## src/rtl/alu_issue_ctrl.sv

```systemverilog
// Issue front-end for the datapath ALU: decodes one RV64 integer instruction per
// handshake, drives registered ALU operands/select, and returns the captured result.
module alu_issue_ctrl #(
  parameter int n = 64
) (
  input  logic         clk,
  input  logic         rst_n,
  input  logic         in_valid,
  output logic         in_ready,
  input  logic [6:0]   opcode,
  input  logic [2:0]   funct3,
  input  logic         funct7_b5,
  input  logic [n-1:0] rs1_val,
  input  logic [n-1:0] rs2_val,
  input  logic [n-1:0] imm,
  output logic [n-1:0] alu_data1,
  output logic [n-1:0] alu_data2,
  output logic [3:0]   alu_select,
  input  logic [n-1:0] alu_result,
  input  logic         alu_zero,
  output logic         out_valid,
  input  logic         out_ready,
  output logic [n-1:0] out_result,
  output logic         out_is_branch,
  output logic         out_br_taken,
  output logic         out_illegal
);

  localparam logic [3:0] SEL_AND  = 4'b0000;
  localparam logic [3:0] SEL_OR   = 4'b0001;
  localparam logic [3:0] SEL_ADD  = 4'b0010;
  localparam logic [3:0] SEL_SUB  = 4'b0110;
  localparam logic [3:0] SEL_PASS = 4'b0111;

  typedef enum logic [1:0] {IDLE, EXEC, DONE} state_t;

  state_t       r_state;
  logic         r_is_br, r_br_ne, r_ill;
  logic [3:0]   w_sel;
  logic [n-1:0] w_d1, w_d2;
  logic         w_is_br, w_br_ne, w_ill;

  always_comb begin
    w_sel   = SEL_PASS;
    w_d1    = '0;
    w_d2    = '0;
    w_is_br = 1'b0;
    w_br_ne = 1'b0;
    w_ill   = 1'b0;
    case (opcode)
      7'b0110011: begin
        w_d1 = rs1_val;
        w_d2 = rs2_val;
        case (funct3)
          3'b000:  w_sel = funct7_b5 ? SEL_SUB : SEL_ADD;
          3'b111:  w_sel = SEL_AND;
          3'b110:  w_sel = SEL_OR;
          default: w_ill = 1'b1;
        endcase
      end
      7'b0010011: begin
        w_d1 = rs1_val;
        w_d2 = imm;
        case (funct3)
          3'b000:  w_sel = SEL_ADD;
          3'b111:  w_sel = SEL_AND;
          3'b110:  w_sel = SEL_OR;
          default: w_ill = 1'b1;
        endcase
      end
      7'b0000011, 7'b0100011: begin
        w_sel = SEL_ADD;
        w_d1  = rs1_val;
        w_d2  = imm;
      end
      7'b0110111: w_d2 = imm;
      7'b1100011: begin
        w_sel   = SEL_SUB;
        w_d1    = rs1_val;
        w_d2    = rs2_val;
        w_is_br = 1'b1;
        w_br_ne = funct3[0];
        if (funct3[2:1] != 2'b00) w_ill = 1'b1;
      end
      default: w_ill = 1'b1;
    endcase
    // Illegal encodings present a PASS of zero so the ALU output is benign
    if (w_ill) begin
      w_sel   = SEL_PASS;
      w_d1    = '0;
      w_d2    = '0;
      w_is_br = 1'b0;
      w_br_ne = 1'b0;
    end
  end

  always_ff @(posedge clk or negedge rst_n) begin
    if (!rst_n) begin
      r_state       <= IDLE;
      r_is_br       <= 1'b0;
      r_br_ne       <= 1'b0;
      r_ill         <= 1'b0;
      alu_data1     <= '0;
      alu_data2     <= '0;
      alu_select    <= '0;
      out_valid     <= 1'b0;
      out_result    <= '0;
      out_is_branch <= 1'b0;
      out_br_taken  <= 1'b0;
      out_illegal   <= 1'b0;
    end else begin
      case (r_state)
        IDLE: if (in_valid) begin
          alu_select <= w_sel;
          alu_data1  <= w_d1;
          alu_data2  <= w_d2;
          r_is_br    <= w_is_br;
          r_br_ne    <= w_br_ne;
          r_ill      <= w_ill;
          r_state    <= EXEC;
        end
        EXEC: begin
          out_result    <= r_ill ? '0 : alu_result;
          out_br_taken  <= r_is_br & (alu_zero ^ r_br_ne);
          out_is_branch <= r_is_br;
          out_illegal   <= r_ill;
          out_valid     <= 1'b1;
          r_state       <= DONE;
        end
        DONE: if (out_ready) begin
          out_valid <= 1'b0;
          r_state   <= IDLE;
        end
        default: r_state <= IDLE;
      endcase
    end
  end

  // Gated by reset so the producer never sees ready while held in reset
  assign in_ready = rst_n && (r_state == IDLE);

endmodule

```

## config.mk

```make
export PLATFORM = sky130hd
export DESIGN_NAME = alu_issue_ctrl
export DESIGN_NICKNAME = d
export VERILOG_FILES = /design/src/rtl/alu_issue_ctrl.sv
export SDC_FILE = /design/constraint.sdc
export NUM_CORES = 1
export LEC_CHECK = 0
export BUFFER_PORTS_ARGS = -buffer_cell sky130_fd_sc_hd__buf_2
export CORE_AREA = 2 2 186 188
export CTS_CLUSTER_SIZE = 14
export DETAILED_ROUTE_END_ITERATION = 6
export DIE_AREA = 0 0 188 190
export PLACE_DENSITY_LB_ADDON = 0.08
export SLEW_MARGIN = 30
export SYNTH_ARGS = -nofsm -noshare
export SYNTH_HDL_FRONTEND = slang
export SYNTH_SLANG_ARGS = --single-unit
```

## constraint.sdc

```tcl
create_clock -name clk -period 1.9 [get_ports clk]
set_clock_uncertainty 0.05 [all_clocks]
set_input_delay 0.19 -clock clk [delete_from_list [all_inputs] [get_ports clk]]
set_output_delay 0.19 -clock clk [all_outputs]
set_load 0.01 [all_outputs]
```

==> metrics.cfg, run 1 <==
[synthesis]
ys_ff_latch = 204
ys_types = 36
synth_ff_type = dfrtp_1
syn_nets = 1055
yosys_warnings = 0
mappedNetlistArea_mm2 = 0.008770
synthArstFlopShare = 1.000
synth_area_per_cell_um2 = 11.20
synth_seq_area_share = 0.5821
synth_edf_count = 0
netlist_instances = 783

[timing]
fmax_mhz = 573.9
tightest_slew_ns = 0.5725
timing.slew.headroom = 0.6184
setup_tns_ns = 0
setup_viol_count_final = 0
slew_viol_final = 0
final.setup.worst_slack_ns = 0.1577
period_share = 0.9170
min_period_ns = 1.742
hold_violations = 0
rsz0062_at_grt = false

[power]
power.density_mw_per_mm2 = 1057
irDropWorstVdd_v = 0.0008287
power.leakage_nw = 7.419
power_mw = 16.00

[setup_path]
ff2ff_setup_slack_ns = 0.16
cp_cell_sequence = nor2_1 -> nand2_4 -> buf_12 -> buf_12 -> buf_4 -> a22o_1
reg2reg_depth = 6
r2r-start = r_state[0]
crit_top_cell = buf_12
cp_data_arrival_time_ns = 2.09
worstSetupPathType = reg -> reg
reg2reg_to = alu_data1[27]
crit_start = r_state[0]
crit_end = alu_data1[27]
crit_path_end_kind = flip-flop
slowest_delay_ns = 0.37
required_ns = 2.25
cp_max_fo = 44
startpoint_type = flip-flop
cp_slowest_cell = dfrtp_1

[final_layout]
final_nets = 1770
multi_input_area_mm2 = 0.003283
n_fill_cell = 3290
finalInstanceArea_mm2 = 0.01513
area_delta_synth_final_pct = 72.48
drive_gt1_frac = 0.3881
seq_area_mm2 = 0.005105

[clock_tree]
cts.sinks = 204
hold_buffers = 262
tritoncts = yes
clk_path_buf_depth = 3
clk_pin_slew_ns = 0.06
cts-resized-gates = 0
clock_latency_ns = 0.52
htreeDepth = 1
cts_root_buf = clkbuf_16
postCtsSetupRepairBufs = 0
cts_buffers = 25

[flow_run]
maxCapViolations = 0

[drt]
wirelength_um = 33560
vias = 8923
viasPerCell = 4.516
drc = 0
drt_pass1_iterations = 4
drt_iter0_markers = 263
wire_per_inst_um = 16.98
ant_nets = 0

[floorplan]
ios = 473
die_area_mm2 = 0.03572
row_count = 68
die-height_um = 190
die_w_um = 188
fp.coreArea_mm2 = 0.03395
initial_core_util = 0.2583

[global_routing]
grt_start_max_net_pins = 99
grt_usage = 0.1798
grt_pass1_vias = 9355
grt_overflow = 0
grt_first_pass_wirelength_um = 51830
antenna_found_initial = 9

[placed_design]
post_dp_cell_area_mm2 = 0.01170
dp_hpwl_um = 21830
place_congestion = 0.7654
portBuffers = 471
pre_cts_slack_ns = 0.1530

[outcome]
status = complete, no violations

[hold_path]
hp-class = in -> reg

metal layers:
metal / part of all wire / track usage / up-vias
li1: - / - / 4248
met1: 0.42 / 0.2252 / 4193
met2: 0.47 / 0.2921 / 383
met3: 0.073 / 0.04833 / 93
met4: 0.039 / 0.07753 / 6
met5: 0.0012 / 0 / -
kinds of logic after synthesis:
family | Yosys count | share of synthesized area
compound gates | 208 | 0.1785
xor+xnor | 2 | 0.001998
buf+inv | 74 | 0.04594
flops | 204 | 0.5821
mux | 1 | 0.001284
other cells | 1 | 0.0004276
simple gates | 293 | 0.1898
worst max-delay path: cells and delay by family, from the launching register on:
family / cells / cell delay [ns]
AOI/OAI and AO/OA: 1 / 0.26
buffers and inverters: 3 / 0.61
DFF: 1 / 0.37
and+or+nand+nor: 2 / 0.31
cell usage after synthesis, types with 2 or more instances:
cell,number,share of area
and2_1,2,0.0014
nand3b_1,3,0.0026
buf_1,2,0.00086
nor3_1,19,0.011
a21oi_1,3,0.0017
dfrtp_1,204,0.58
nand2b_1,67,0.048
nor3_2,48,0.055
nor2_1,69,0.030
clkbuf_1,39,0.017
buf_2,10,0.0057
a221oi_1,64,0.064
buf_4,6,0.0051
a22o_1,66,0.066
buf_6,12,0.015
inv_1,4,0.0017
o21ai_0,69,0.039
nand2_1,77,0.033
xnor2_1,2,0.0020
cells in the final DEF, fill, tap and decap left out, types with 14 or more instances in the layout:
master,Yosys,layout
a221oi_1,64,64
a22o_1,66,66
buf_12,0,14
buf_2,10,470
clkbuf_16,0,25
dfrtp_1,204,204
dlygate4sd3_1,0,262
nand2_1,77,76
nand2b_1,67,66
nor2_1,69,69
nor3_1,19,19
nor3_2,48,47
o21ai_0,69,69
per-stage QoR:
stage	utilization	hold slack (ns)	instances
floorplan	-	-0.1556	783
global placement	0.3446	0.02965	1664
detailed placement	0.3446	0.02645	1664
CTS	0.4451	0.003918	1970
global route	0.4455	0.05145	1975
finish	0.4456	0.03177	1976
final cells by class:
type                    count  area share
clock buffers              39     0.04880
repair buffers            757      0.3533
inverters                   5    0.001241
flip-flops and latches    204      0.3375
clock inverters             5    0.003474
diodes                      6   0.0009926
multi-input cells         505      0.2171
well taps                 455     0.03764
worst min-delay path by stage:
stage | startpoint | endpoint | slack, ns | cells past startpoint
2_1_floorplan | rst_n | alu_data1[0] | -0.16 | 0
3_3_place_gp | rst_n | out_result[54] | 0.03 | 1
3_5_place_dp | rst_n | out_result[54] | 0.03 | 1
4_1_cts | opcode[6] | alu_select[2] | 0.004 | 3
5_1_grt | opcode[2] | r_ill | 0.05 | 3
6_report | opcode[6] | alu_select[2] | 0.03 | 3
flip-flops by register name, summed over array words and instances (netlist names):
signal	flops
r_br_ne	1
alu_data2	64
r_ill	1
out_is_branch	1
r_state	2
out_result	64
alu_data1	64
alu_select	3
r_is_br	1
out_illegal	1
out_br_taken	1
out_valid	1
report_power, final:
group,total [mW],internal (mW),switching (mW)
clock network,4.62,2.78,1.84
registers,5.88,5.36,0.515
logic,5.49,2.41,3.09
total,16.0,10.6,5.44
Note: power is estimated with default switching activity, not from simulation.
==> inputs of run 2 (changes only) <==
--- a/config.mk
+++ b/config.mk
@@ -5,8 +5,9 @@
 export SDC_FILE = /design/constraint.sdc
 export NUM_CORES = 1
 export LEC_CHECK = 0
-export BUFFER_PORTS_ARGS = -buffer_cell sky130_fd_sc_hd__buf_2
+export BUFFER_PORTS_ARGS = -buffer_cell sky130_fd_sc_hd__clkbuf_2
 export CORE_AREA = 2 2 186 188
+export CTS_BUF_LIST = sky130_fd_sc_hd__clkbuf_16
 export CTS_CLUSTER_SIZE = 14
 export DETAILED_ROUTE_END_ITERATION = 6
 export DIE_AREA = 0 0 188 190
==> run 2 against run 1 <==
- combinational power about the same
- critical path depth up 1
- setup slack better by 0.018 ns
- sequential power barely moved
- register-to-register slack improved by 0.02 ns
- critical endpoint is now alu_data1[28]
- largest power group unchanged
==> metrics.cfg, run 2 (synthesis results as in run 1) <==
[outcome]
status = complete, no violations

[final_layout]
multi_input_area_mm2 = 0.003296
final_cell_mix = clkbuf_2 (470), dlygate4sd3_1 (258), dfrtp_1 (204)
seq_area_mm2 = 0.005105
finalInstanceArea_mm2 = 0.01505
final_nets = 1772
n_fill_cell = 3312
reg.largest.list = alu_data1 x64, alu_data2 x64, out_result x64
drive_gt1_frac = 0.3881
fin_util = 0.4434
mostFrequentLayoutCell = clkbuf_2
area_delta_synth_final_pct = 71.65

[timing]
min_period_ns = 1.724
setup_tns_ns = 0
tightest_slew_ns = 0.7867
hold_violations = 0
fmax_mhz = 580.0
timing.slew.headroom = 0.4755
rsz0062_at_grt = false
slew_viol_final = 0
period_share = 0.9075
setup_viol_count_final = 0

[clock_tree]
htreeDepth = 1
clk_path_buf_depth = 3
cts.sinks = 204
tritoncts = yes
cts_root_buf = clkbuf_16
cts_buffers = 25
clock_latency_ns = 0.52
clk_pin_slew_ns = 0.06

[setup_path]
worstSetupPathType = in -> reg
reg2reg_to = alu_data2[29]
crit_path_end_kind = flip-flop
r2r-start = r_state[0]
cp_data_arrival_time_ns = 2.12
required_ns = 2.29
ff2ff_setup_slack_ns = 0.18
reg2reg_depth = 6
startpoint_type = input pin
cp_max_fo = 31

[power]
comb_power_share = 0.352
irDropWorstVdd_v = 0.0007131
pwr-share-clk = 0.268
power_mw = 15.57
power_switching_share = 0.3513
p_switching_mw = 5.469
p_int_mw = 10.10
power.leakage_nw = 7.387
p_seq_frac = 0.380
power.density_mw_per_mm2 = 1034

[drt]
wirelength_um = 33080
vias = 8842
drt_pass1_iterations = 4
drt_iter0_markers = 353
wire_per_inst_um = 16.76
viasPerCell = 4.479
ant_nets = 0
drc = 0

[hold_path]
hold-path-endpoint = r_ill
hp-start = opcode[2]
hp-class = in -> reg
min_delay_path_depth = 3

[floorplan]
initial_core_util = 0.2583
ios = 473
fp.coreArea_mm2 = 0.03395
die_area_mm2 = 0.03572
row_count = 68
die_w_um = 188
die-height_um = 190

[placed_design]
dp_hpwl_um = 22110
portBuffers = 471
post_dp_cell_area_mm2 = 0.01176
place_congestion = 0.7596

[flow_run]
maxCapViolations = 0

[global_routing]
grt_pass1_vias = 9147
grt_overflow = 0
grt_usage = 0.1777
antenna_found_initial = 4
grt_first_pass_wirelength_um = 50940
grt_start_max_net_pins = 138

[run 2: cell count changes in the layout (fill, tap and decap cells not counted), sizes merged]
cell,change
buf,-464
dlygate4sd3,-4
diode,-2
clkinvlp,-1
bufinv,-1
inv,+10
clkbuf,+456
clkinv,+4
[run 2: area by class of cell]
| type | instances | area share |
|---|---|---|
| Inverter | 5 | 0.001247 |
| Sequential cell | 204 | 0.3391 |
| Tap cell | 455 | 0.03782 |
| Multi-Input combinational cell | 505 | 0.2189 |
| Clock buffer | 25 | 0.04156 |
| Antenna cell | 4 | 0.0006649 |
| Timing Repair Buffer | 759 | 0.3562 |
| Clock inverter | 17 | 0.004488 |
[run 2: metal layers]
metal	track usage	wire, um
met4	0.08389	1310
met5	0	0
met2	0.2881	15670
met1	0.2247	13890
met3	0.04095	2204
[run 2: timing repair]
action	CTS	global route
endpoints found under the hold margin	399	0
hold buffers	258	0
buffers inserted	0	0
endpoints found under the setup margin	0	2
resized for setup	0	2
[run 2: stage by stage]
| step | setup WS, ns | hold WS, ns | instances |
|---|---|---|---|
| 2_1_floorplan | 0.2818 | -0.1556 | 783 |
| 3_3_place_gp | 0.1302 | 0.2057 | 1670 |
| 3_5_place_dp | 0.09109 | 0.2044 | 1670 |
| 4_1_cts | 0.07325 | 0.04311 | 1970 |
| 5_1_grt | 0.001716 | 0.08618 | 1974 |
| 6_report | 0.1758 | 0.07166 | 1974 |
[run 2: worst max-delay path: stages]
cell and delay, ns:
dlygate4sd3_1 0.54, clkbuf_2 0.13, nor3_1 0.26, o32a_4 0.28, and4_4 0.34, buf_12 0.21
a22o_1 0.15
[run 2: how the worst max path moves through the flow]
stage	startpoint	end	slack (ns)	depth (start not counted)
final	funct3[0]	alu_data1[28]	0.18	7
after global routing	r_state[0]	alu_data2[39]	0.002	6
after CTS	r_state[0]	alu_data2[28]	0.07	6
after detailed placement	r_state[0]	alu_data2[28]	0.09	6
after global placement	r_state[0]	alu_data2[28]	0.13	6
after floorplan	opcode[6]	alu_data1[10]	0.28	7
[run 2: power by group through the flow]
| stage | Combinational, mW | Sequential [mW] | Clock, mW |
|---|---|---|---|
| CTS | 5.58 | 5.92 | 4.35 |
| floorplan | 2.25 | 6.43 | 0 |
| detailed placement | 5.15 | 5.97 | 0 |
| global route | 6.05 | 6.05 | 4.51 |
| global placement | 5.10 | 5.98 | 0 |
| finish | 5.48 | 5.91 | 4.18 |
